## src/rtl/wf_starvation_arbiter_pkg.sv

```systemverilog
// -----------------------------------------------------------------------------
// wf_starvation_arbiter_pkg
// Shared issue-stage definitions used by the wavefront arbiter slice:
//   WF_PER_CU        number of wavefront slots per compute unit
//   WF_ID_LENGTH     width of a wavefront id
//   ARB_STARVE_LIMIT default wait limit before a ready wavefront is forced
//   ARB_CNT_W        default width of the per-wavefront wait counter
// Optional feature macro (used by the top): ARB_STARVATION_GUARD_EN
// -----------------------------------------------------------------------------
package wf_starvation_arbiter_pkg;

    localparam int WF_PER_CU        = 40;
    localparam int WF_ID_LENGTH     = 6;
    localparam int ARB_STARVE_LIMIT = 15;
    localparam int ARB_CNT_W        = 4;

endpackage

```

## src/rtl/wf_starvation_arbiter_rr_priority_encoder.sv

```systemverilog
// -----------------------------------------------------------------------------
// rr_priority_encoder
// Circular find-first-set: returns the first set request at or after start_i,
// scanning start_i, start_i+1, ..., NUM_WF-1, 0, ..., start_i-1.
// Ports:
//   req_i    NUM_WF request vector
//   start_i  scan start index (0..NUM_WF-1)
//   found_o  at least one request is set
//   idx_o    winning index, 0 when nothing is found
// -----------------------------------------------------------------------------
module rr_priority_encoder
    import wf_starvation_arbiter_pkg::*;
#(
    parameter int NUM_WF = WF_PER_CU,
    parameter int ID_W   = WF_ID_LENGTH
) (
    input  logic [NUM_WF-1:0] req_i,
    input  logic [ID_W-1:0]   start_i,
    output logic              found_o,
    output logic [ID_W-1:0]   idx_o
);

    logic [2*NUM_WF-1:0] doubledReq;
    logic [2*NUM_WF-1:0] shiftedReq;
    logic [NUM_WF-1:0]   rotatedReq;
    logic [ID_W-1:0]     firstOffset;
    logic [ID_W:0]       unrotatedSum;

    // Rotate so that start_i lands on bit 0. Shifting a doubled copy avoids
    // a variable bit-select and handles the circular wrap for free.
    always_comb begin
        doubledReq = {req_i, req_i};
        shiftedReq = doubledReq >> start_i;
        rotatedReq = shiftedReq[NUM_WF-1:0];
    end

    // Plain find-first-set on the rotated vector.
    always_comb begin
        found_o     = 1'b0;
        firstOffset = '0;
        for (int j = 0; j < NUM_WF; j++) begin
            if (rotatedReq[j] && !found_o) begin
                found_o     = 1'b1;
                firstOffset = ID_W'(j);
            end
        end
    end

    // Un-rotate with a mod-NUM_WF add; NUM_WF is not a power of two, so a
    // single conditional subtract is used instead of dropping the carry.
    always_comb begin
        unrotatedSum = {1'b0, start_i} + {1'b0, firstOffset};
        if (unrotatedSum >= (ID_W+1)'(NUM_WF)) begin
            unrotatedSum = unrotatedSum - (ID_W+1)'(NUM_WF);
        end
        idx_o = found_o ? unrotatedSum[ID_W-1:0] : '0;
    end

endmodule

```

## src/rtl/wf_starvation_arbiter.sv

```systemverilog
// -----------------------------------------------------------------------------
// wf_starvation_arbiter
// Round-robin wavefront arbiter for one issue class. Picks one ready wavefront
// per cycle; the rotating pointer moves past whichever wavefront the issue
// logic reports as issued (from any class), so all class arbiters rotate
// together. With ARB_STARVATION_GUARD_EN defined, a per-wavefront wait counter
// forces the lowest-index wavefront that has waited STARVE_LIMIT cycles.
// Ports:
//   clk            clock
//   rst            synchronous active-high reset
//   input_arry     per-wavefront ready vector for this class
//   issued_en      a wavefront was issued this cycle
//   issued_wf_id   id of the issued wavefront (ids >= NUM_WF are ignored)
//   choosen_valid  some wavefront is selected
//   choosen_wf_id  selected wavefront id (0 when nothing is selected)
// Optional feature macro: ARB_STARVATION_GUARD_EN
// -----------------------------------------------------------------------------
module wf_starvation_arbiter
    import wf_starvation_arbiter_pkg::*;
#(
    parameter int NUM_WF       = WF_PER_CU,
    parameter int ID_W         = WF_ID_LENGTH,
    parameter int STARVE_LIMIT = ARB_STARVE_LIMIT,
    parameter int CNT_W        = ARB_CNT_W
) (
    input  logic              clk,
    input  logic              rst,
    input  logic [NUM_WF-1:0] input_arry,
    input  logic              issued_en,
    input  logic [ID_W-1:0]   issued_wf_id,
    output logic              choosen_valid,
    output logic [ID_W-1:0]   choosen_wf_id
);

    // The wait counter must be able to hold the limit value.
    if (STARVE_LIMIT >= (1 << CNT_W)) begin : gBadCntWidth
        $error("wf_starvation_arbiter: STARVE_LIMIT does not fit in CNT_W bits");
    end

    logic [ID_W-1:0] ptr_q;
    logic [ID_W-1:0] ptr_d;
    logic            issueValid;
    logic            rrFound;
    logic [ID_W-1:0] rrIdx;
    logic            selFound;
    logic [ID_W-1:0] selIdx;

    // Issue feedback only counts for ids that name a real wavefront slot.
    assign issueValid = issued_en && ({1'b0, issued_wf_id} < (ID_W+1)'(NUM_WF));

    // Pointer moves just past the issued wavefront, wrapping after the last slot.
    always_comb begin
        ptr_d = ptr_q;
        if (issueValid) begin
            if (issued_wf_id == ID_W'(NUM_WF - 1)) begin
                ptr_d = '0;
            end else begin
                ptr_d = issued_wf_id + 1'b1;
            end
        end
    end

    always_ff @(posedge clk) begin
        if (rst) begin
            ptr_q <= '0;
        end else begin
            ptr_q <= ptr_d;
        end
    end

    rr_priority_encoder #(
        .NUM_WF (NUM_WF),
        .ID_W   (ID_W)
    ) uRrEnc (
        .req_i   (input_arry),
        .start_i (ptr_q),
        .found_o (rrFound),
        .idx_o   (rrIdx)
    );

`ifdef ARB_STARVATION_GUARD_EN
    logic [CNT_W-1:0]  waitCnt_q [NUM_WF];
    logic [CNT_W-1:0]  waitCnt_d [NUM_WF];
    logic [NUM_WF-1:0] starved;
    logic              starveFound;
    logic [ID_W-1:0]   starveIdx;

    // Issue clears first, then an idle slot clears, otherwise count up and
    // hold at the limit so the wavefront stays forced until it is issued.
    always_comb begin
        for (int i = 0; i < NUM_WF; i++) begin
            waitCnt_d[i] = waitCnt_q[i];
            if (issueValid && (issued_wf_id == ID_W'(i))) begin
                waitCnt_d[i] = '0;
            end else if (!input_arry[i]) begin
                waitCnt_d[i] = '0;
            end else if (waitCnt_q[i] != CNT_W'(STARVE_LIMIT)) begin
                waitCnt_d[i] = waitCnt_q[i] + 1'b1;
            end
        end
    end

    always_ff @(posedge clk) begin
        for (int i = 0; i < NUM_WF; i++) begin
            if (rst) begin
                waitCnt_q[i] <= '0;
            end else begin
                waitCnt_q[i] <= waitCnt_d[i];
            end
        end
    end

    always_comb begin
        for (int i = 0; i < NUM_WF; i++) begin
            starved[i] = input_arry[i] && (waitCnt_q[i] == CNT_W'(STARVE_LIMIT));
        end
    end

    // Same encoder with a fixed start of 0 gives the lowest-index starved slot.
    rr_priority_encoder #(
        .NUM_WF (NUM_WF),
        .ID_W   (ID_W)
    ) uStarveEnc (
        .req_i   (starved),
        .start_i ('0),
        .found_o (starveFound),
        .idx_o   (starveIdx)
    );

    always_comb begin
        selFound = rrFound;
        selIdx   = starveFound ? starveIdx : rrIdx;
    end
`else
    always_comb begin
        selFound = rrFound;
        selIdx   = rrIdx;
    end
`endif

    // Reset forces the outputs low in the same cycle it is asserted.
    always_comb begin
        choosen_valid = 1'b0;
        choosen_wf_id = '0;
        if (!rst) begin
            choosen_valid = selFound;
            choosen_wf_id = selIdx;
        end
    end

endmodule

```

## config.mk

```make
export PLATFORM = sky130hd
export DESIGN_NAME = wf_starvation_arbiter
export DESIGN_NICKNAME = d
export VERILOG_FILES = /design/src/rtl/wf_starvation_arbiter_pkg.sv /design/src/rtl/wf_starvation_arbiter_rr_priority_encoder.sv /design/src/rtl/wf_starvation_arbiter.sv
export SDC_FILE = /design/constraint.sdc
export NUM_CORES = 1
export LEC_CHECK = 0
export CORE_ASPECT_RATIO = 0.5
export CORE_UTILIZATION = 50
export CTS_BUF_LIST = sky130_fd_sc_hd__clkbuf_16
export DETAILED_ROUTE_END_ITERATION = 12
export PLACE_DENSITY = 0.75
export SETUP_SLACK_MARGIN = 0.05
export SKIP_LAST_GASP = 1
export SYNTH_ARGS = -nofsm -noshare
export SYNTH_HDL_FRONTEND = slang
export SYNTH_HIERARCHICAL = 1
export SYNTH_SLANG_ARGS = --single-unit
export TNS_END_PERCENT = 10
```

## constraint.sdc

```tcl
create_clock -name clk -period 17.4 [get_ports clk]
set_clock_uncertainty 0.1 [all_clocks]
set_input_delay 1.74 -clock clk [delete_from_list [all_inputs] [get_ports clk]]
set_output_delay 1.74 -clock clk [all_outputs]
set_load 0.05 [all_outputs]
```

After elaboration in Yosys (flattened, before gate mapping)
Cells that the tools add are included.
{"block": "classes", "n_addsub": 3, "muxes": 84, "n_shift": 1, "magnitude_cmp": 2, "n_reduce_logical": 79, "n_eq_ne": 1}
{"op": "$mux 5", "n": 16}
{"op": "$shr 80x6->40", "n": 1}
{"op": "$mux 6", "n": 12}
{"op": "$mux 1", "n": 42}
{"op": "$logic_and 1x1->1", "n": 40}
{"op": "$logic_not 1->1", "n": 39}
{"op": "$mux 4", "n": 8}
{"op": "$mux 3", "n": 4}
{"op": "$add 6x6->7", "n": 1}
{"op": "$ge 7x6->1 const B", "n": 1}
{"op": "$add 6x1->6 const B", "n": 1}
{"op": "$eq 6x6->1 const B", "n": 1}
{"op": "$lt 6x6->1 const B", "n": 1}
{"op": "$sub 6x6->6 const B", "n": 1}
{"op": "$mux 2", "n": 2}
{"block": "word_totals", "out_inout_bits": 7, "elab_cells": 171, "inputBits": 49, "register_bits": 6}

Longest topological paths before layout
{"block": "logic_depth", "word_depth": 124, "depth_mapped": 27, "ltp_nobuf": 22}

Cells and area by module
Netlist, hierarchy kept.
{"mod": "rr_priority_encoder", "n_inst": 1, "cells_per_inst": 645, "seq_area_each_um2": 0.0, "area_per_inst_um2": 5475.3}
{"mod": "wf_starvation_arbiter", "n_inst": 1, "cells_per_inst": 46, "seq_area_each_um2": 120.1, "area_per_inst_um2": 395.4}

Worst setup path after synthesis
No wires, ideal clock.
{"block": "synth_path", "path_type": "input to output", "from": "input input_arry[20]", "to": "output choosen_wf_id[4]", "setup_slack_ns": 8.295, "n_path_buf": 0, "arrival_time_ns": 7.265, "stages": 20, "required_ns": 15.560, "cell_sequence": "mux4_2 > mux2_2 > mux4_2 > and2_1 > a21o_1 > or4_4 > or4b_1 > a311o_1 > and3_1 > fa_1 > inv_1 > a21oi_1 > o21bai_1 > xnor2_1 > ha_1 > nand2_1 > a21boi_0 > nor2b_1 > a211oi_1 > nor2b_1"}
{"block": "synth_via", "elab_chain_cells": 124, "word_cells_on_any_way": 164, "cone_classes": "add/sub (2); order compare (1); shift (1); mux (82); reduce/logical (78)"}
{"item": "start, declared", "line": "wf_starvation_arbiter.sv:28", "text": "input logic [NUM_WF-1:0] input_arry,"}
{"item": "$shr 80x6->40 *", "line": "wf_starvation_arbiter_rr_priority_encoder.sv:33", "text": "shiftedReq = doubledReq >> start_i;"}
{"item": "$mux 1", "line": "wf_starvation_arbiter_rr_priority_encoder.sv:42", "text": "if (rotatedReq[j] && !found_o) begin"}
{"item": "$logic_not 1->1", "line": "wf_starvation_arbiter_rr_priority_encoder.sv:42"}
{"item": "$logic_and 1x1->1", "line": "wf_starvation_arbiter_rr_priority_encoder.sv:42"}
{"item": "$mux 1", "line": "wf_starvation_arbiter_rr_priority_encoder.sv:42"}
{"item": "$logic_not 1->1", "line": "wf_starvation_arbiter_rr_priority_encoder.sv:42"}
{"item": "$logic_and 1x1->1", "line": "wf_starvation_arbiter_rr_priority_encoder.sv:42"}
{"item": "$mux 1", "line": "wf_starvation_arbiter_rr_priority_encoder.sv:42"}
{"item": "[109 not listed]"}
{"item": "$logic_and 1x1->1", "line": "wf_starvation_arbiter_rr_priority_encoder.sv:42"}
{"item": "$mux 6", "line": "wf_starvation_arbiter_rr_priority_encoder.sv:42"}
{"item": "$add 6x6->7", "line": "wf_starvation_arbiter_rr_priority_encoder.sv:52", "text": "unrotatedSum = {1'b0, start_i} + {1'b0, firstOffset};"}
{"item": "$sub 6x6->6 / $ge 7x6->1 (equally long branches)", "line": "wf_starvation_arbiter_rr_priority_encoder.sv:54, wf_starvation_arbiter_rr_priority_encoder.sv:53"}
{"item": "$mux 6", "line": "wf_starvation_arbiter_rr_priority_encoder.sv:53", "text": "if (unrotatedSum >= (ID_W+1)'(NUM_WF)) begin"}
{"item": "$mux 6 *", "line": "wf_starvation_arbiter_rr_priority_encoder.sv:56", "text": "idx_o = found_o ? unrotatedSum[ID_W-1:0] : '0;"}
{"item": "via rrIdx[4]", "line": "wf_starvation_arbiter.sv:44", "text": "logic [ID_W-1:0] rrIdx;"}
{"item": "$mux 6 *", "line": "wf_starvation_arbiter.sv:145", "text": "if (!rst) begin"}
{"item": "end, declared", "line": "wf_starvation_arbiter.sv:32", "text": "output logic [ID_W-1:0] choosen_wf_id"}
Mark *: on every way through the listed nets, which the timed path passes. The rest lies on a longest branch.

Worst setup path after layout
{"block": "layout_path", "from": "input input_arry[36]", "to": "output choosen_wf_id[4]"}
The elaborated chain is that of the path after synthesis.

==> results by group <==
Global routing
  – GR Overflow Total: 0
  – Largest net degree at the start of global routing: 75
  – Vias in the first global route: roughly 6000
  – First-pass GRT wire length: 37.5 mm
  – Gr usage total: 40.9%
  – Initial antenna violation count: 0

Logic synthesis
  – Largest family of logic cells by synthesized area: multiplexers
  – Post-synthesis simple-gate area fraction: a little under a fifth
  – Post-synthesis xor/xnor area fraction: 1.19%
  – Yosys warning total: 6
  – Flops & latches, synth: 6
  – Post-synthesis sequential area ratio: about 2.0%
  – Area share of the largest cell type after synthesis: approximately a quarter
  – Multiplexer area fraction after synthesis: ~43%
  – Top_reg_cell synth: dfxtp_1
  – Largest cells by area after synthesis: mux4_2, mux2i_1, mux2_2
  – Area leader, netlist: mux4_2
  – Compound-Gate Fraction of Synth Area: 27.7%
  – Ys async rst share: 0%
  – Number of library cell types mapped by synthesis: 88
  – Syn Inst Count: 691
  – Adder-cell share of the synthesized area: 2.05%
  – Synthesized cell area: 5870 um^2
  – Mean post-synth cell area: 8.50 um^2
  – Number of synthesized flops with an enable pin: 0
  – Syn Nets: 749

Drt
  – Wire per inst: 29.3 um
  – DRC violations left: 0
  – 1st-iter DRT viols: between 1000 and 1500
  – Detail Route Antenna Nets: 0
  – DR pass1 iterations: 6
  – Vias: 6748
  – Routed WL: ~25 mm
  – Mean number of vias per cell: slightly below 8

Place
  – Dpl hpwl: 18.9 mm
  – I/O Buffers: 55
  – RePlAce Congestion: 1.08

Clocking
  – CTS resizes: 0
  – Number of clock sinks: 6
  – Hold bufs inserted after CTS: 0
  – Clk Latency, worst-skew pair: 0.23 ns
  – Inserted Clock Buffers: 3
  – Root buffer cell: clkbuf_16
  – Post-CTS Repair Setup Buffers: 0
  – H-Tree Depth: 1
  – CTS tree: yes
  – Max clock buf depth: 2
  – CTS clk-pin slew, worst paths: about 0.04 ns

Power and ir drop
  – Peak supply drop: 0.0603 mV
  – Total power: 0.354 mW
  – Leak pwr: 2.11 nW
  – PD cells: 54.8 nW/um^2

Finish
  – Reg area: 129 um^2
  – P&R area growth vs syn: 9.95%
  – Multi-input combinational cell area: 5380 um^2
  – # fillers: 1035
  – Ant. Diodes: 0
  – Biggest regs: ptr_q x6
  – Nets: roughly 750
  – Final core occ: between 50% and 60%
  – Largest Register: ptr_q
  – Max FFs per register: 6
  – Share of post-route cells with drive strength above 1: 20.0%

Floorplanning
  – Die area: 12200 um^2
  – Rows: 27
  – # IOs: 56
  – Die H: between 70 and 80 um
  – Starting Density: 52.3%
  – Core Region: 11200 um^2
  – DIE WIDTH: 155 um

STA
  – Worst relative slew slack: 24.7%
  – Hold slack: 0.401 ns
  – Final count of negative-setup-slack endpoints: 0
  – Slew Limit Fails: 0
  – Max Freq: 90.6 MHz
  – Worst-Margin Slew: 1.13 ns
  – Unrepaired setup endpoints after global routing: no
  – Final TNS setup: 0 ns
  – Period minus WS final: 11.03 ns
  – Final Hold Vio Count: 0
  – Tcrit/Tclk final: 63.4%

Run
  – Maximum capacitance violations: 0

Setup path
  – WP data required: 15.56 ns
  – Worst EP arrival: roughly 9 ns
  – Slowest cell on the critical path: clkdlybuf4s50_1
  – Slowest Stage Delay on Critical Path: about 0.82 ns
  – Crit path launch type: input pin
  – Buf/Inv on CP: 4
  – Crit path cell chain: clkdlybuf4s50_1, mux4_2, mux2i_1, o22ai_1, nor3_2, a22oi_1, nor4b_1, nor4b_2, a32oi_1, nand4bb_1, ha_1, inv_1, fa_1, inv_1, a21oi_1, o21bai_1, xnor2_1, ha_1, nand2_1, a21boi_0, nor2b_1, a211oi_1, nor2b_1, clkdlybuf4s50_1
  – WS Path Type: input pin to output port
  – Worst Path Max Fanout: 14
  – Crit. End Element: output port
  – CP delay by family, top: simple AND/OR/NAND/NOR gates

Outcome
  – Status: finished clean

Worst hold path
  – Hold crit path type: flip-flop to flip-flop
## final cells by class
class                           count  area share, %
Inverter                           15          0.872
Sequential cell                     6           2.00
Multi-Input combinational cell    606           83.4
Timing Repair Buffer               63           9.46
Tap cell                          159           3.08
Clock buffer                        3           1.16
Clock inverter                      1         0.0582
## worst register-to-register path: stages (launching register included)
cell      delay [ns]
dfxtp_2         0.31
buf_4           0.60
a21oi_1         0.10
a211oi_1        0.26
## cells in the mapped netlist, types with 5 or more instances
cell type	n
a211oi_1	9
a21o_1	6
a21oi_1	28
a221oi_1	5
a22o_1	13
a22oi_1	17
a32oi_1	8
and2_1	10
and3_1	7
buf_1	9
buf_2	16
buf_4	6
clkbuf_1	29
dfxtp_1	6
ha_1	8
inv_1	13
mux2_2	36
mux2i_1	64
mux4_2	62
nand2_1	42
nand2b_1	14
nand3_1	18
nor2_1	48
nor2b_1	21
nor3_1	6
o211ai_1	13
o21ai_0	23
o221ai_1	8
o22ai_1	23
o2bb2ai_1	5
o31ai_1	6
o32ai_1	6
or2_2	10
xnor2_1	5
## metrics by stage
step,setup WS (ns),cells,area [um^2]
global placement,6.88,849,6380
detailed placement,6.70,849,6380
CTS,6.65,853,6450
floorplan,8.30,691,5870
finish,6.37,853,6450
global route,6.08,853,6450
## report_power, final
group | switching [mW] | internal [mW] | leakage [nW]
sequential | 0.00166 | 0.0148 | 0.0514
clock | 0.00808 | 0.0298 | 0.0423
combinational | 0.183 | 0.116 | 2.01
## layout by cell type (no fill, tap or decap), drive strengths merged, types with 6 or more instances in the layout
| cell | count |
|---|---|
| nor2b | 21 |
| a211oi | 11 |
| o31ai | 6 |
| or2 | 10 |
| o221ai | 8 |
| mux2i | 64 |
| buf | 8 |
| and3 | 7 |
| o211ai | 13 |
| a32oi | 8 |
| dfxtp | 6 |
| o22ai | 23 |
| a21o | 6 |
| nand2b | 14 |
| ha | 8 |
| and2 | 10 |
| a21oi | 28 |
| clkdlybuf4s50 | 55 |
| nand2 | 42 |
| inv | 15 |
| a22oi | 17 |
| o21ai | 25 |
| mux2 | 41 |
| mux4 | 62 |
| nor3 | 7 |
| nor2 | 49 |
| o32ai | 7 |
| a22o | 13 |
| nand3 | 19 |
## path summary, 6_finish.rpt
check / start / endpoint / slack, ns / depth (start not counted)
max reg2reg: ptr_q[2] / ptr_q[2] / 15.94 / 3
min: ptr_q[3] / ptr_q[3] / 0.40 / 2
max: input_arry[36] / choosen_wf_id[4] / 6.37 / 24
min reg2reg: ptr_q[3] / ptr_q[3] / 0.40 / 2
## per-layer routing
layer	vias to the layer above	GRT usage [%]	routed length, um
li1	2819	-	-
met1	3227	62.1	10300
met2	643	54.4	9440
met3	59	13.1	4590
met4	0	9.22	642
met5	-	0	0
## logic make-up after synthesis
family          Yosys count
flops                     6
xor+xnor                  8
fa+ha+maj                 9
buf+inv                  79
simple gates            202
mux                     167
compound gates          220
(Power assumes the default switching activity.)
